### src/rtl/nes_frame_reader.sv
// Pull-driven pixel source: 2x-scaled, horizontally centred NES framebuffer with palette lookup.
// One-column prefetch (plus a bypass of the returning RAM data) hides the 1-cycle RAM latency.
module nes_frame_reader #(
    parameter int unsigned H_ACTIVE   = 640,
    parameter int unsigned V_ACTIVE   = 480,
    parameter int unsigned H_OFFSET   = 64,
    parameter logic [23:0] BORDER_RGB = 24'h000000
) (
    input  logic        i_pixclk,
    input  logic        i_reset,
    input  logic        i_rd,
    input  logic        i_newline,
    input  logic        i_newframe,
    output logic [23:0] o_pixel,
    output logic [15:0] o_fb_addr,
    input  logic [5:0]  i_fb_data,
    output logic        o_frame_start
);

    localparam int unsigned XW    = 10;
    localparam int unsigned YW    = 9;
    localparam int unsigned IMG_W = 512;
    localparam logic [5:0]  IDX_BLACK = 6'h0F;
    // Column tag that no image column matches; parks the prefetch after reset
    localparam logic [8:0]  COL_NONE  = 9'd256;

    logic [XW-1:0] x;
    logic [XW-1:0] next_x;
    logic [YW-1:0] y;
    logic [YW-1:0] next_y;
    logic [8:0]    pre_col;
    logic [5:0]    cur_idx;
    logic [5:0]    nxt_idx;
    logic          req;
    logic          req_d;

    logic          in_img;
    logic [7:0]    next_col;
    logic          enter;
    logic [5:0]    eff_nxt;
    logic [5:0]    pix_idx;
    logic          restart;

    function automatic logic [23:0] palette(input logic [5:0] idx);
        logic [23:0] p;
        p = 24'h000000;
        case (idx)
            6'h00: p = 24'h7C7C7C; 6'h01: p = 24'h0000FC; 6'h02: p = 24'h0000BC; 6'h03: p = 24'h4428BC;
            6'h04: p = 24'h940084; 6'h05: p = 24'hA80020; 6'h06: p = 24'hA81000; 6'h07: p = 24'h881400;
            6'h08: p = 24'h503000; 6'h09: p = 24'h007800; 6'h0A: p = 24'h006800; 6'h0B: p = 24'h005800;
            6'h0C: p = 24'h004058; 6'h0D: p = 24'h000000; 6'h0E: p = 24'h000000; 6'h0F: p = 24'h000000;
            6'h10: p = 24'hBCBCBC; 6'h11: p = 24'h0078F8; 6'h12: p = 24'h0058F8; 6'h13: p = 24'h6844FC;
            6'h14: p = 24'hD800CC; 6'h15: p = 24'hE40058; 6'h16: p = 24'hF83800; 6'h17: p = 24'hE45C10;
            6'h18: p = 24'hAC7C00; 6'h19: p = 24'h00B800; 6'h1A: p = 24'h00A800; 6'h1B: p = 24'h00A844;
            6'h1C: p = 24'h008888; 6'h1D: p = 24'h000000; 6'h1E: p = 24'h000000; 6'h1F: p = 24'h000000;
            6'h20: p = 24'hF8F8F8; 6'h21: p = 24'h3CBCFC; 6'h22: p = 24'h6888FC; 6'h23: p = 24'h9878F8;
            6'h24: p = 24'hF878F8; 6'h25: p = 24'hF85898; 6'h26: p = 24'hF87858; 6'h27: p = 24'hFCA044;
            6'h28: p = 24'hF8B800; 6'h29: p = 24'hB8F818; 6'h2A: p = 24'h58D854; 6'h2B: p = 24'h58F898;
            6'h2C: p = 24'h00E8D8; 6'h2D: p = 24'h787878; 6'h2E: p = 24'h000000; 6'h2F: p = 24'h000000;
            6'h30: p = 24'hFCFCFC; 6'h31: p = 24'hA4E4FC; 6'h32: p = 24'hB8B8F8; 6'h33: p = 24'hD8B8F8;
            6'h34: p = 24'hF8B8F8; 6'h35: p = 24'hF8A4C0; 6'h36: p = 24'hF0D0B0; 6'h37: p = 24'hFCE0A8;
            6'h38: p = 24'hF8D878; 6'h39: p = 24'hD8F878; 6'h3A: p = 24'hB8F8B8; 6'h3B: p = 24'hB8F8D8;
            6'h3C: p = 24'h00FCFC; 6'h3D: p = 24'hF8D8F8; 6'h3E: p = 24'h000000; 6'h3F: p = 24'h000000;
            default: p = 24'h000000;
        endcase
        return p;
    endfunction

    // Position update; newframe beats newline beats rd
    always_comb begin
        next_x = x;
        next_y = y;
        if (i_newframe) begin
            next_x = '0;
            next_y = '0;
        end else if (i_newline) begin
            next_x = '0;
            if (y != YW'(V_ACTIVE - 1)) next_y = y + 9'd1;
        end else if (i_rd && (x != XW'(H_ACTIVE - 1))) begin
            next_x = x + 10'd1;
        end
    end

    // Column selection for the upcoming position; entering the prefetched column uses
    // the returning RAM word directly when it is arriving on this very edge
    always_comb begin
        restart  = i_newframe | i_newline;
        in_img   = (next_x >= XW'(H_OFFSET)) && (next_x < XW'(H_OFFSET + IMG_W));
        next_col = 8'((next_x - XW'(H_OFFSET)) >> 1);
        enter    = in_img && ({1'b0, next_col} == pre_col);
        eff_nxt  = req_d ? i_fb_data : nxt_idx;
        pix_idx  = enter ? eff_nxt : cur_idx;
    end

    always_ff @(posedge i_pixclk) begin
        if (i_reset) begin
            x             <= '0;
            y             <= '0;
            o_pixel       <= BORDER_RGB;
            o_fb_addr     <= '0;
            o_frame_start <= 1'b0;
            cur_idx       <= IDX_BLACK;
            nxt_idx       <= IDX_BLACK;
            pre_col       <= COL_NONE;
            req           <= 1'b0;
            req_d         <= 1'b0;
        end else begin
            x             <= next_x;
            y             <= next_y;
            o_frame_start <= i_newframe;
            o_pixel       <= in_img ? palette(pix_idx) : BORDER_RGB;
            req           <= 1'b0;
            req_d         <= req;
            if (req_d) nxt_idx <= i_fb_data;
            if (restart) begin
                pre_col   <= 9'd0;
                o_fb_addr <= {next_y[8:1], 8'd0};
                req       <= 1'b1;
            end else if (enter) begin
                cur_idx <= eff_nxt;
                pre_col <= {1'b0, next_col} + 9'd1;
                // Past the last column the address simply holds
                if (next_col != 8'hFF) begin
                    o_fb_addr <= {next_y[8:1], next_col + 8'd1};
                    req       <= 1'b1;
                end
            end
        end
    end

endmodule

### config.mk
export PLATFORM = sky130hd
export DESIGN_NAME = nes_frame_reader
export DESIGN_NICKNAME = d
export VERILOG_FILES = /design/src/rtl/nes_frame_reader.sv
export SDC_FILE = /design/constraint.sdc
export NUM_CORES = 1
export LEC_CHECK = 0
export BUFFER_PORTS_ARGS = -buffer_cell sky130_fd_sc_hd__buf_4
export CAP_MARGIN = 20
export CORE_AREA = 10 10 108 100
export DETAILED_ROUTE_END_ITERATION = 7
export DIE_AREA = 0 0 118 110
export PLACE_DENSITY = 0.89
export SLEW_MARGIN = 5
export SYNTH_ARGS = -nofsm -noshare
export SYNTH_HDL_FRONTEND = slang
export SYNTH_SLANG_ARGS = --single-unit
### constraint.sdc
create_clock -name i_pixclk -period 9.1 [get_ports i_pixclk]
set_clock_uncertainty 0.05 [all_clocks]
set_input_delay 1.365 -clock i_pixclk [delete_from_list [all_inputs] [get_ports i_pixclk]]
set_output_delay 1.365 -clock i_pixclk [all_outputs]
set_load 0.02 [all_outputs]
---- Word level (Yosys, flattened, before mapping) ----
Memories as Yosys holds them, arrays and structs flattened. A register that Yosys moved wholly into a read port is not among the register bits.
Cells that the tools add are included.
cells by class
  eq/ne operators ......................... 4
  $add $sub $neg .......................... 5
  multiplexer cells ....................... 16
  $lt $le $gt $ge ......................... 2
  bitwise gates (word level) .............. 2
  reduce and logical (&&, ||, !) cells .... 11
operator list
  kind                                                                 number
  two-way mux 16 bit                                                   3
  two-way mux 9 bit                                                    5
  two-way mux 10 bit                                                   3
  two-way mux 6 bit                                                    2
  adder 10 x 1 -> 10 bit (second input constant)                       1
  greater-or-equal comparator 10 x 7 -> 1 bit (second input constant)  1
  less-than comparator 10 bit (second input constant)                  1
  inequality test 10 bit (second input constant)                       1
  adder 8 x 1 -> 9 bit (second input constant)                         1
  adder 9 x 1 -> 9 bit (second input constant)                         1
  == test 8 x 9 -> 1 bit                                               1
  inequality test 9 bit (second input constant)                        1
  subtractor 9 x 7 -> 9 bit (second input constant)                    1
  adder 8 x 1 -> 8 bit (second input constant)                         1
  inequality test 8 bit (second input constant)                        1
  AND reduction 2 bit                                                  3
  OR reduction 2 bit                                                   3
  nonzero test 2 bit                                                   2
  logical AND 1 bit                                                    3
  two-way mux 1 bit                                                    3
  inverter 1 bit                                                       1
  OR 1 bit                                                             1
storage, ports and cells
  input port bits ......................... 11
  register bits after elaboration ......... 83
  ROM bits ................................ 1152
  output and inout bits ................... 41
  logic and storage cells ................. 54
  memories kept ........................... 1
memories
  memory           words  bits a word  rd ports  clocked after Yosys merged registers in  wr ports  RTL line  RTL
  (no name shown)  64     18           1         1                                        0         47        case (idx)

---- Longest topological paths before layout ----
Gate-level depths: netlist of the first run.
  word-level depth ........................ 10
  gate-level depth with buffers ........... 24
  mapped depth without buffers ............ 22

---- Worst setup path after synthesis of the first run ----
No wires, ideal clock.
  kind .................................... input port to flip-flop
  start point ............................. input port i_rd
  end point ............................... register o_pixel[21]
  data arrival time ....................... 5844 ps
  buffers on the path ..................... 2
  library setup time ...................... 86 ps
  setup slack ............................. 3120 ps
  stages on the path ...................... 22
  data required time ...................... 8964 ps
  cells stage by stage .................... buf_2 -> nand4_1 -> a211oi_1 -> xor2_1 -> nand2_1 -> ha_1 -> xor2_1 -> o21ai_0 -> a211oi_2 -> and3_1 -> nand4_1 -> nor3_2 -> buf_2 -> mux2i_1 -> inv_1 -> ha_1 -> nand2_1 -> a2111oi_0 -> a311oi_1 -> o31ai_1 -> a221oi_1 -> a211oi_1
between the ends
  longest elaborated chain between the ends .. 8
  elaborated cells between the ends (all ways) .. 13
  those cells by class .................... 1 x add/sub; 2 x order compare; 1 x eq/ne; 4 x mux; 1 x bitwise; 4 x reduce/logical
ends and longest elaborated chain
  element                                                      RTL line  RTL
  start: declaration                                           11        input logic i_rd,
  logical AND 1 bit (*)                                        79        end else if (i_rd && (x != XW'(H_ACTIVE - 1))) begin
  two-way mux 10 bit (*)                                       79
  two-way mux 10 bit (*)                                       76        end else if (i_newline) begin
  two-way mux 10 bit (*)                                       73        if (i_newframe) begin
  subtractor 9 x 7 -> 9 bit, or another cell as far along      89        next_col = 8'((next_x - XW'(H_OFFSET)) >> 1);
  == test 8 x 9 -> 1 bit or logical AND 1 bit (tied branches)  90, 88
  logical AND 1 bit or inverter 1 bit (tied branches)          --
  two-way mux 6 bit or OR reduction 2 bit (tied branches)      --
  end: declaration                                             14        output logic [23:0] o_pixel,
Mark *: on every way between the ends. The rest lies on a longest branch, timed or not.
A chain may end at the register's enable or synchronous reset.

---- Worst setup path in the final report of the first run ----
  start point ............................. input port i_newline
  end point ............................... register o_pixel[21]
between the ends
  longest elaborated chain between the ends .. 6
  elaborated cells between the ends (all ways) .. 11
  those cells by class .................... 1 x add/sub; 2 x order compare; 1 x eq/ne; 3 x mux; 1 x bitwise; 3 x reduce/logical
ends and longest elaborated chain
  element                                                      RTL line  RTL
  start: declaration                                           12        input logic i_newline,
  two-way mux 10 bit (*)                                       76
  two-way mux 10 bit (*)                                       73
  subtractor 9 x 7 -> 9 bit, or another cell as far along      89
  == test 8 x 9 -> 1 bit or logical AND 1 bit (tied branches)  90, 88
  logical AND 1 bit or inverter 1 bit (tied branches)          --
  two-way mux 6 bit or OR reduction 2 bit (tied branches)      --
Marks and branches as above.

==> impl.org, run 1 <==
** Floorplan
- The floorplan step defined a die boundary enclosing 13000 um2.
- The floorplan step set the die width to 118 um.
- From bottom edge to top edge, the die measures 110 um.
- The core region is 8490 um2.
- The floorplan has 32 rows.
- For this design the top-level I/O count stands at 52.
- Once the floorplan was initialized, standard cells occupied 61.0% of the core.

** Clocking
- The number of clock buffers added by TritonCTS is 9.
- Clk slew on worst S/H paths :: 100 ps
- Clock tree synthesis found a total of 77 sinks.
- Cts hold-fix bufs :: 0
- In this run the deepest clock path goes through 2 buffers.
- CTS root buf :: sky130_fd_sc_hd__clkbuf_8
- Level count of the clock H-tree :: 3
- Clock latency on the worst-skew pair :: 370 ps
- Post-CTS setup-driven buffer insertion count :: 0
- Clock tree from TritonCTS :: built
- Once the clock tree was built, the resizer swapped 0 gates to a different size.

** Drt
- Antenna-violating nets left :: 0
- The first TritonRoute pass finished after 5 iterations.
- After detailed routing, the number of vias per cell comes to 6.54.
- The detailed router finished its first iteration with 701 violations.
- Total via count in the routed design :: 5189
- WL per Instance :: 20.2 um
- Routed WL :: 16000 um
- For this run, design rule violations remaining after detail routing come to 0.

** Synthesis
- Counting flops and latches in the post-synthesis netlist gives 77.
- Synthesized instance count :: 652
- Synth cell types :: 74
- After synthesis, the share of flip-flops with an asynchronous set or reset is 0%.
- Average footprint of a synthesized cell :: 7.95 um2
- Number of enable-type register cells in the synthesized netlist :: 0
- Summing the areas of all fa, ha and maj instances in the mapped netlist gives 3.14% of the synthesized area.
- Xor/xnor share of the synthesized area :: 4.32%
- Proportion of synthesized area in mux cells :: 10.1%
- Summing the areas of all compound-gate instances in the mapped netlist gives 23.9% of the synthesized area.
- Most used flip-flop cell after synthesis :: sky130_fd_sc_hd__dfxtp_1
- The Yosys step of the flow raised 0 warnings.
- Sequential elements use 29.8% of the synthesized area.
- Share of synthesized cell area in and, or, nand and nor gates :: 23.4%
- Combinational family with the most area after synthesis :: compound AO/OA/AOI/OAI gates
- In this run the cell area of the synthesized design comes to 5180 um2.

** Placed design
- Detailed placer's ending HPWL :: 11600 um
- The congestion estimate from routability-driven global placement came to 1.01.
- In this run the tool buffered the top-level ports with 45 buffer cells.
- Once placement finished, the instance area stood at 5510 um2.

** Power and ir drop
- Overall Power :: 729 uW
- Peak ir drop on the vdd network :: 96.3 uV
- Total leakage power :: 0.00216 uW
- Power density over the cells :: 128 nW/um2

** Worst setup path
- In this run the worst path has a maximum fanout of 15.
- At the worst endpoint, the required time is 9330 ps.
- At the worst endpoint, the arrival time is 6880 ps.
- The worst setup path is captured at a register.
- The worst setup path is launched from a primary input.
- The worst setup path is of the primary input to register kind.

** Finish
- In the layout the commonest cells are sky130_fd_sc_hd__dfxtp_1 (77), sky130_fd_sc_hd__nor2_1 (75), sky130_fd_sc_hd__nand2_1 (70).
- Final non-filler cell area :: 5710 um2
- Fraction of final layout cells sized beyond drive strength 1 :: 14.8%
- The repair_antennas step left the layout with diodes totalling 0.
- Fill cell total of the finished layout :: 740
- For this run, the post-layout net count is 693.
- Commonest non-fill, non-tap cell in the layout :: sky130_fd_sc_hd__dfxtp_1
- Area Growth Syn to Fin :: 10.1%

** GRT
- Global routing consumed, over all layers together, 24.4% of the routing resources.
- Number of global-route vias before repair :: 5007
- The initial antenna violation count is 0.
- The total overflow left after global routing is 0.
- Entering global routing, the biggest net connects 35 pins.
- The first global-routing pass estimated 26000 um of wire.

** STA
- Maximum clock frequency :: 150 MHz
- Setup violations remaining at the end of the flow were counted as 0.
- Slew @ Worst Pin :: 955 ps
- Setup total negative slack on the finished layout was measured at 0 ps.
- Period minus WS final :: 6650 ps
- RSZ-0062 raised after global routing :: false
- The final max-slew violation count was 0.
- Final hold violation count :: 0
- Relative slew margins :: 36.1%
- Ratio of final minimum period to clock period :: 73.0%

** Outcome
- The flow ran to the end, and the final reports show no timing, DRC or antenna violations.

** Job
- Max-cap violations in this run came to 0.

** Worst hold path
- The path class of the tightest hold or removal check is register to register.
## worst paths after layout
kind	from	endpoint	slack (ps)	cells after the start
worst max-delay path	i_newline	o_pixel[21]$_SDFF_PP0_	2450	18
worst min-delay path	req$_SDFF_PP0_	req_d$_SDFF_PP0_	380	1
worst max register to register	x[0]$_SDFF_PP0_	o_pixel[21]$_SDFF_PP0_	2880	20
worst min register to register	req$_SDFF_PP0_	req_d$_SDFF_PP0_	380	1
## flip-flops by register name, summed over array words and instances, names as in the netlist
name / cells
nxt_idx: 6
req_d: 1
req: 1
x: 10
o_pixel: 18
o_fb_addr: 16
cur_idx: 6
y: 9
pre_col: 9
o_frame_start: 1
## synthesized netlist by cell type, types with 6 or more instances
cell,number,share of area [%]
sky130_fd_sc_hd__dfxtp_1,77,30
sky130_fd_sc_hd__nor2_1,75,5.4
sky130_fd_sc_hd__nand2_1,70,5.1
sky130_fd_sc_hd__a21oi_1,41,4.0
sky130_fd_sc_hd__mux2i_1,32,6.2
sky130_fd_sc_hd__o21ai_0,32,3.1
sky130_fd_sc_hd__clkbuf_1,31,2.2
sky130_fd_sc_hd__nand3_1,26,2.5
sky130_fd_sc_hd__mux2_2,15,3.3
sky130_fd_sc_hd__and2_1,13,1.6
sky130_fd_sc_hd__ha_1,13,3.1
sky130_fd_sc_hd__a211oi_1,12,1.7
sky130_fd_sc_hd__nand4_1,12,1.4
sky130_fd_sc_hd__xnor2_1,12,2.0
sky130_fd_sc_hd__xor2_1,11,1.9
sky130_fd_sc_hd__buf_2,9,0.87
sky130_fd_sc_hd__a221oi_1,8,1.4
sky130_fd_sc_hd__and3_1,8,0.97
sky130_fd_sc_hd__buf_4,8,1.2
sky130_fd_sc_hd__inv_1,8,0.58
sky130_fd_sc_hd__nor3_1,8,0.77
sky130_fd_sc_hd__a31oi_1,7,0.85
sky130_fd_sc_hd__o31ai_1,7,1.0
sky130_fd_sc_hd__nand2b_1,6,0.72
sky130_fd_sc_hd__o22a_1,6,1.0
## power by group
part	total, uW	internal, uW	switching [uW]
Clock	258	106	152
Sequential	350	342	7.28
Combinational	121	39.8	81.6
## per-stage QoR
stage          setup slack (ps)  cells  utilization (%)  hold WS (ps)
3_3_place_gp               2460    776             64.9           373
4_1_cts                    2660    792             67.1           378
2_1_floorplan              3120    657                -           364
6_report                   2450    793             67.2           381
3_5_place_dp               2290    776             64.9           376
5_1_grt                    2060    793             67.2           399
## cells by family (layout without fill, tap and decap cells)
kind of cell | after synthesis | after routing
XOR/XNOR | 24 | 24
other | 1 | 6
buffers and inverters | 61 | 78
flip-flops | 77 | 77
multiplexers | 49 | 49
adder cells (fa/ha/maj) | 13 | 13
AO/OA/AOI/OAI | 177 | 177
AND/OR/NAND/NOR | 250 | 250
## layout make-up
type	instances	area [um2]	area share, %
Clock buffer	9	124	2.17
Clock inverter	7	63.8	1.12
Inverter	10	37.5	0.658
Multi-Input combinational cell	519	3400	59.6
Sequential cell	77	1540	27.0
Tap cell	119	149	2.61
Timing Repair Buffer	52	390	6.84
## critical path, stage by stage
cell,delay (ps)
sky130_fd_sc_hd__buf_4,150
sky130_fd_sc_hd__nor2_1,740
sky130_fd_sc_hd__nand2_1,270
sky130_fd_sc_hd__ha_1,440
sky130_fd_sc_hd__xor2_1,150
sky130_fd_sc_hd__o21ai_0,110
sky130_fd_sc_hd__a211oi_2,260
sky130_fd_sc_hd__and3_1,200
sky130_fd_sc_hd__nand4_1,210
sky130_fd_sc_hd__nor3_4,220
sky130_fd_sc_hd__mux2i_1,540
sky130_fd_sc_hd__ha_1,680
sky130_fd_sc_hd__clkinv_1,530
sky130_fd_sc_hd__a311oi_1,380
sky130_fd_sc_hd__a311oi_1,80
sky130_fd_sc_hd__o31ai_1,250
sky130_fd_sc_hd__a221oi_1,80
sky130_fd_sc_hd__a211oi_1,210
## routing by layer
metal	routed length (um)	track usage [%]	share of wire (%)	vias up
met5	0	0	0	-
met3	2040	6.86	13	37
met2	6750	37.0	42	340
met4	301	8.99	1.9	0
li1	-	-	-	2417
met1	6950	32.6	43	2395
(Power assumes the default switching activity.)
==> run 2, diff against run 1 <==
--- a/config.mk
+++ b/config.mk
@@ -7,10 +7,10 @@
 export LEC_CHECK = 0
 export BUFFER_PORTS_ARGS = -buffer_cell sky130_fd_sc_hd__buf_4
 export CAP_MARGIN = 20
-export CORE_AREA = 10 10 108 100
+export CORE_AREA = 10 10 109 102
 export DETAILED_ROUTE_END_ITERATION = 7
-export DIE_AREA = 0 0 118 110
-export PLACE_DENSITY = 0.89
+export DIE_AREA = 0 0 119 112
+export PLACE_DENSITY = 0.86
 export SLEW_MARGIN = 5
 export SYNTH_ARGS = -nofsm -noshare
 export SYNTH_HDL_FRONTEND = slang
==> constraint.sdc (replaced) <==
create_clock -name i_pixclk -period 6.26 [get_ports i_pixclk]
set_clock_uncertainty 0.05 [all_clocks]
set_input_delay 0.939 -clock i_pixclk [delete_from_list [all_inputs] [get_ports i_pixclk]]
set_output_delay 0.939 -clock i_pixclk [all_outputs]
set_load 0.02 [all_outputs]
==> impl.org, run 2 (synthesized netlist as in run 1, its figures left out) <==
** Outcome
- The flow ran to the end, and the final reports show no timing, DRC or antenna violations.

** Clocking
- Clock-pin slew was measured on the worst setup and hold paths at 100 ps.
- Clock tree from TritonCTS :: built
- The clock net in this run drives a total of 77 sinks.
- For the worst-skew pair, the clock arrives at the later sink with an insertion delay of 360 ps.
- The tree is rooted in a sky130_fd_sc_hd__clkbuf_8.
- Cts hold-fix bufs :: 0
- Level count of the clock H-tree :: 3
- Post-CTS setup-driven buffer insertion count :: 0
- Maximum buffer depth of the clock tree :: 2
- The number of gates resized after CTS was 0.
- Clock tree synthesis inserted a total of 9 buffers.

** Finish
- Most used cells in the layout excluding fill and tap cells :: sky130_fd_sc_hd__dfxtp_1 (77), sky130_fd_sc_hd__nor2_1 (75), sky130_fd_sc_hd__nand2_1 (70)
- Relative to the synthesized area, the layout overhead comes to 11.7%.
- Largest registers :: o_pixel x18, o_fb_addr x16, x x10
- The final layout contains 703 nets.
- Fraction of final layout cells sized beyond drive strength 1 :: 16.1%
- The register with the most flip-flops in the layout has 18 of them.
- Counting flops per register, the top entry is o_pixel.
- The library cell used most frequently in the layout, excluding fill and tap cells, is sky130_fd_sc_hd__dfxtp_1.
- Fill cell total of the finished layout :: 789
- Fraction of the core area covered by cells at the end of the flow :: 65.5%

** Power and ir drop
- For this design the ratio of total power to cell area is 183 nW/um2.
- Total leakage power :: 0.00221 uW
- Peak ir drop on the vdd network :: 197 uV
- Overall Power :: 1060 uW

** Worst hold path
- Path category of the worst min-delay check :: register to register

** Drt
- Antenna-violating nets left :: 0
- Wires add up to 16700 um.
- In the routed design, unresolved DRC markers number 0.
- Initial drt markers :: 800
- WL per Instance :: 20.7 um
- Detailed routing inserted a total of 5363 vias.
- The pre-antenna-repair detailed-routing pass consisted of 7 iterations.
- After detailed routing, the number of vias per cell comes to 6.65.

** Floorplan
- Initial core utilization :: 58.6%
- Vert. Die Dim :: 112 um
- The total area inside the core boundary comes to 8840 um2.
- Die area :: 13300 um2
- Measured along the x axis, the die boundary spans 119 um.
- Site row count :: 33
- 52 I/O pins were placed.

** STA
- At the pin with the least slew margin, the transition time is 838 ps.
- Maximum clock frequency :: 180 MHz
- The worst pin sits at a relative slew slack of 43.4%.
- RSZ-0062 raised after global routing :: false
- Period minus WS final :: 5540 ps
- Final Worst Setup Slack :: 717 ps
- The final critical path takes up 88.5% of the cycle.
- Number of max-slew violations in the final report :: 0
- Final hold violation count :: 0
- Final setup vio count :: 0
- Setup TNS Final :: 0 ps

** GRT
- Total global routing overflow :: 0
- Initial antenna violation count :: 0
- The first global-routing pass estimated 26800 um of wire.
- Entering global routing, the biggest net connects 34 pins.
- GRT Resource Usage Total :: 24.0%
- The number of global-route vias before repair was 5032.

** Worst setup path
- On the critical path, the stage with the largest delay is an instance of sky130_fd_sc_hd__a2111oi_0.
- By instance count, the cell type seen most on the critical path is sky130_fd_sc_hd__ha_1.
- The critical path in this run is classified as register to register.
- Max FO, Critical Path :: 9
- Critical path launch point type :: register
- The kind of cell with the highest combined delay along the critical path is compound AO/OA/AOI/OAI gates.
- Largest stage delay on the critical path :: 480 ps
- STA classifies the critical path endpoint as a register.
- For the worst setup path, the data arrival time is 5730 ps.
- Counting both buffers and inverters, the worst setup path holds a total of 1.
- For the worst setup path, the data required time is 6450 ps.
- Traced cell by cell, the critical path runs through ha_1 > nand4_1 > a211oi_1 > xor2_1 > nand2_1 > ha_1 > xor2_1 > o21ai_0 > a211oi_2 > and3_1 > nand4_1 > o31ai_1 > and2_1 > inv_1 > ha_1 > and2_1 > mux2i_1 > a21boi_0 > a2111oi_0 > a211oi_1.

** Placed design
- Global placer's final weighted congestion :: 1.01
- Worst Setup Slack post-DPL :: 573 ps
- Detailed placement ended at an HPWL of 12100 um.
- During placement, the flow inserted port buffers numbering 45.

** Job
- Number of maximum-capacitance violations :: 0
-- run 2: cell count changes in the layout (fill, tap and decap cells not counted), sizes merged --
cell,change
clkinv,+1
diode,+1
buf,+10
inv,-1
-- run 2: through the flow --
stage | instance area [um2] | hold WS, ps | instances
final | 5790 | 403 | 807
after global routing | 5790 | 417 | 806
after CTS | 5790 | 412 | 806
after detailed placement | 5600 | 375 | 790
after global placement | 5600 | 375 | 790
after floorplan | 5200 | 364 | 657
-- run 2: layer usage --
layer / track usage, % / vias to the layer above / routed length, um
met5: 0 / - / 0
met2: 35.1 / 376 / 7040
met1: 33.4 / 2485 / 7120
li1: - / 2447 / -
met3: 7.17 / 55 / 2210
met4: 6.59 / 0 / 339
-- run 2: layout make-up --
cell class	count	area (um2)	share of cell area, %
Multi-Input combinational cell	519	3400	58.8
Tap cell	122	153	2.64
Clock inverter	7	63.8	1.10
Clock buffer	9	124	2.14
Antenna cell	1	2.50	0.0432
Inverter	10	37.5	0.649
Sequential cell	77	1540	26.6
Timing Repair Buffer	62	465	8.04
-- run 2: path summary, 6_finish.rpt --
path	to	startpoint	cells after the start	slack [ps]
worst min-delay path	req_d$_SDFF_PP0_	req$_SDFF_PP0_	1	400
worst min register to register	req_d$_SDFF_PP0_	req$_SDFF_PP0_	1	400
worst max register to register	o_pixel[10]$_SDFF_PP0_	x[0]$_SDFF_PP0_	20	720
worst max-delay path	o_pixel[10]$_SDFF_PP0_	x[0]$_SDFF_PP0_	20	720
-- run 2: where the power goes --
part	switching [uW]	internal, uW
Sequential	10.7	498
Combinational	121	60.6
Clock	218	153
Total	349	711
